==> src/rtl/cb_dff_pipe.sv <==
// cb_dff_pipe: clock-enabled register pipeline with per-stage valid and valid/ready backpressure
module cb_dff_pipe #(
  parameter int WIDTH = 8,
  parameter int DEPTH = 3,
  parameter logic [WIDTH-1:0] RESET_VAL = '0
) (
  input  logic                       clk,
  input  logic                       rst,
  input  logic                       en,
  input  logic                       clr,
  input  logic                       in_valid,
  output logic                       in_ready,
  input  logic [WIDTH-1:0]           in_data,
  output logic                       out_valid,
  input  logic                       out_ready,
  output logic [WIDTH-1:0]           out_data,
  output logic [$clog2(DEPTH+1)-1:0] occupancy
);
  localparam int OW = $clog2(DEPTH+1);
  logic [DEPTH-1:0] v_q, v_d, rdy, up_v;
  logic [DEPTH-1:0][WIDTH-1:0] d_q, d_d, up_d;
  logic [OW-1:0] occ_q, occ_d;
  logic go, xin, xout;
  for (genvar g = 0; g < DEPTH; g++) begin : g_up
    if (g == 0) begin : g_head
      assign up_v[g] = in_valid;
      assign up_d[g] = in_data;
    end else begin : g_body
      assign up_v[g] = v_q[g-1];
      assign up_d[g] = d_q[g-1];
    end
  end
  assign go        = en & ~clr;
  assign in_ready  = go & rdy[0] & ~rst;
  assign out_valid = en & v_q[DEPTH-1];
  assign out_data  = d_q[DEPTH-1];
  assign occupancy = occ_q;
  assign xin       = in_valid & in_ready;
  assign xout      = out_valid & out_ready;
  // A stage is ready when empty or when everything downstream can move, so bubbles collapse
  always_comb begin
    rdy[DEPTH-1] = ~v_q[DEPTH-1] | out_ready;
    for (int i = DEPTH-2; i >= 0; i--) rdy[i] = ~v_q[i] | rdy[i+1];
    v_d = v_q;
    d_d = d_q;
    for (int i = 0; i < DEPTH; i++) begin
      if (go && rdy[i]) begin
        v_d[i] = up_v[i];
        if (up_v[i]) d_d[i] = up_d[i];
      end
    end
    if (clr) begin
      v_d = '0;
      d_d = {DEPTH{RESET_VAL}};
    end
    occ_d = clr ? '0 : occ_q + OW'(xin & ~xout) - OW'(xout & ~xin);
  end
  always_ff @(posedge clk or posedge rst) begin
    if (rst) begin
      v_q   <= '0;
      d_q   <= {DEPTH{RESET_VAL}};
      occ_q <= '0;
    end else begin
      v_q   <= v_d;
      d_q   <= d_d;
      occ_q <= occ_d;
    end
  end
  a_occ : assert property (@(posedge clk) disable iff (rst) occ_q == OW'($countones(v_q)));
endmodule

==> config.mk <==
export PLATFORM = sky130hd
export DESIGN_NAME = cb_dff_pipe
export DESIGN_NICKNAME = d
export VERILOG_FILES = /design/src/rtl/cb_dff_pipe.sv
export SDC_FILE = /design/constraint.sdc
export NUM_CORES = 1
export LEC_CHECK = 0
export BUFFER_PORTS_ARGS = -buffer_cell sky130_fd_sc_hd__clkbuf_2
export CORE_UTILIZATION = 40
export CTS_BUF_LIST = sky130_fd_sc_hd__clkbuf_8 sky130_fd_sc_hd__clkbuf_16
export DETAILED_ROUTE_END_ITERATION = 16
export GPL_TIMING_DRIVEN = 0
export PLACE_DENSITY = 0.68
export SLEW_MARGIN = 0
export SYNTH_ARGS = -nofsm -noshare
export SYNTH_HDL_FRONTEND = slang
export SYNTH_SLANG_ARGS = --single-unit
==> constraint.sdc <==
create_clock -name clk -period 1.6 [get_ports clk]
set_input_delay 0.48 -clock clk [delete_from_list [all_inputs] [get_ports clk]]
set_output_delay 0.48 -clock clk [all_outputs]
set_load 0.03 [all_outputs]
==> results.md <==
* Synth area leader: dfrtp_1
* P per Cell Area at 792 nW/um2
* Startpoint Class: flop
* Die width at 63.2 um
* Yosys reg bits at 29
* Setup Viol. Count Final at 3
* Yosys cell types at 26
* EDFF count, synth at 0
* F_max at 558 MHz
* Yosys Warn Count at 0
* Routability congestion estimate at 0.739
* Cells after synthesis at 126
* Final WL at 2480 um
* Diode count at 0
* Ports at 26
* Req. time, crit path at 1.12 ns
* H-tree levels at 2
* Post-Syn Nets at 142
* Total clock sinks at 29
* Hold WC Path Type: primary input to flop
* Synth area leaders: dfrtp_1 (48%), mux2_4 (16%), nor2b_1 (7.1%), mux2i_1 (5.3%), nand2_1 (5.0%)
* Port Buffers at 25
* Worst Path Max Fanout at 2
* Top-area cell type share of the netlist area at 48.5%
* Fin crit period at 1.79 ns
* Switching Fraction at 22.9%
* Final Hold Vio Count at 0
* Leakage power at 0.944 nW
* Via/cell ratio at 4.51
* First-pass GRT wire length at 4280 um
* PnR worst setup slack at -0.193 ns
* Die H at 63.2 um
* Slew @ Worst Pin at 1.06 ns
* Overflow after GRT at 0
* Placed cells at 197
* Via count at 934
* Period utilization at 112%
* Net Switching at 0.336 mW
* Mean post-synth cell area at 11.9 um2
* Seq pwr share at 51.6%
* Seq/Total Area, Yosys at 48.5%
* Synth Cell Area at 1500 um2
* TritonCTS buffer count at 5
* Fin. max-slew vios at 0
* Max IR drop VDD at 0.594 mV
* Fin cells at 207
* Clock power share at 40.2%
* Crit path DAT at 1.31 ns
* Slew HR at 29.2%
* Clock Tree Root: clkbuf_8
* Synth Flop Type: dfrtp_1
* Final Skew at 0.00455 ns
* P&R area growth vs syn at 23.9%
* Violated checks: setup timing
* Clk slew on worst S/H paths at 0.06 ns
* Num rows at 21
* Tot GR Track Use at 14.4%
* Largest net degree at the start of global routing at 30
* Routed WL per cell at 12.0 um
* MaxCap Viol Count at 0
* Drt pass-1 iters at 3
* Slowest stage delay, CP at 0.37 ns
* Finished Core Util at 53.5%
* DRC Markers at 0
* Clock buffer depth at 2
* Setup WS pre-CTS at -0.345 ns
* Share of post-route cells with drive strength above 1 at 45.3%
* Asr flop ratio synth at 100%
* Final nets at 177
* Iter 0 DRT Violations at 25
* Clk Latency, worst-skew pair at 0.28 ns
* Initial antenna violation count at 0
* CTS tree: built
* Post-DP HPWL at 1780 um
* RSZ-0062 raised after global routing: true
* Vias in the first global route at 996
* Worst Setup End Kind: output port
* Critical path cell sequence: and4b_2 -> nor3b_4 -> clkbuf_8
* Worst path slowest cell: dfrtp_1
* Initial core utilization at 43.2%
* Outcome: finished, violations left
* P_int at 1.13 mW
* Core box area at 3470 um2
* Die area at 3990 um2
* Kind of critical path: flop to output port
* Detail Route Antenna Nets at 0
* Comb pwr share at 8.1%
[what timing repair did]
action | in CTS | in global routing
setup buffers | 3 | 0
endpoints found under the setup margin | 3 | 3
hold buffers | 0 | 0
pin swaps | 2 | 3
gates resized for setup | 7 | 4
[registers in the layout (all words and copies together), names as in the netlist]
signal     count
d_q           16
occupancy      2
out_data       8
v_q            3
[synth_stat cells (3+ instances only)]
cell type / instances
buf_4: 8
nor2_1: 3
nand2_1: 20
mux2_4: 16
dfrtp_1: 29
nor2b_1: 17
mux2i_1: 8
[final timing paths]
path                           endpoint  slack, ns  cells after the start  startpoint
min                              d_q[3]       0.42                      3  in_data[3]
max                            in_ready      -0.19                      3      v_q[1]
max in group asynchronous        d_q[7]       0.48                      2         rst
min in group asynchronous        v_q[1]       0.48                      2         rst
min reg2reg                 out_data[0]       0.50                      1      d_q[8]
max reg2reg                occupancy[1]      -0.14                      8      v_q[1]
[metrics by stage]
stage	TNS, ns	cell area (um2)	hold slack, ns	total power [mW]
after CTS	-0.502	1830	0.417	1.48
final	-0.433	1860	0.425	1.47
after detailed placement	-0.852	1690	0.484	0.884
after global routing	-0.681	1860	0.421	1.54
after floorplan	-0.750	1510	0.473	0.845
after global placement	-0.759	1690	0.486	0.880
[cell usage in the layout, fill, tap and decap left out, drive strengths merged]
| master | count |
|---|---|
| and4b | 1 |
| xor2 | 1 |
| a22oi | 1 |
| clkinv | 1 |
| and3 | 3 |
| a31o | 2 |
| inv | 3 |
| clkbuf | 33 |
| nor3b | 1 |
| nor2b | 18 |
| nor2 | 4 |
| and2 | 1 |
| dfrtp | 29 |
| mux2 | 16 |
| nand3b | 1 |
| nand2 | 20 |
| mux2i | 8 |
| nand2b | 1 |
| xnor2 | 1 |
| ha | 2 |
| buf | 14 |
[per-layer routing]
metal	part of all wire, %	track usage, %	vias up
li1	-	-	474
met1	44	15.2	434
met2	49	24.5	21
met3	4.1	4.35	5
met4	2.8	9.94	0
met5	0	0	-
[layout make-up]
type                    instances  area (um2)
fillers                       318        1610
flip-flops and latches         29         726
multi-input cells              81         711
repair buffers                 28         169
plain buffers                  13        95.1
clock buffers                   6        82.6
well taps                      46        57.6
inverters                       3        11.3
clock inverters                 1        3.75
[logic make-up after synthesis]
family          synth area share, %
xor+xnor                       1.17
fa+ha+maj                      1.67
compound gates                 1.67
simple gates                   18.5
mux                            21.4
buf+inv                        7.10
flops                          48.5
[power by group through the flow]
stage          Clock, mW  Sequential (mW)  Combinational (mW)
4_1_cts            0.606            0.758               0.118
3_5_place_dp           0            0.772               0.112
3_3_place_gp           0            0.771               0.108
2_1_floorplan          0            0.772              0.0728
5_1_grt            0.650            0.760               0.134
6_report           0.591            0.759               0.119
[worst max-delay path: cells and delay by family (launching register included)]
family	cells	cell delay (ns)
AND/OR/NAND/NOR	2	0.47
flip-flops	1	0.37
buffers and inverters	1	0.19
Note: power is estimated with default switching activity, not from simulation.
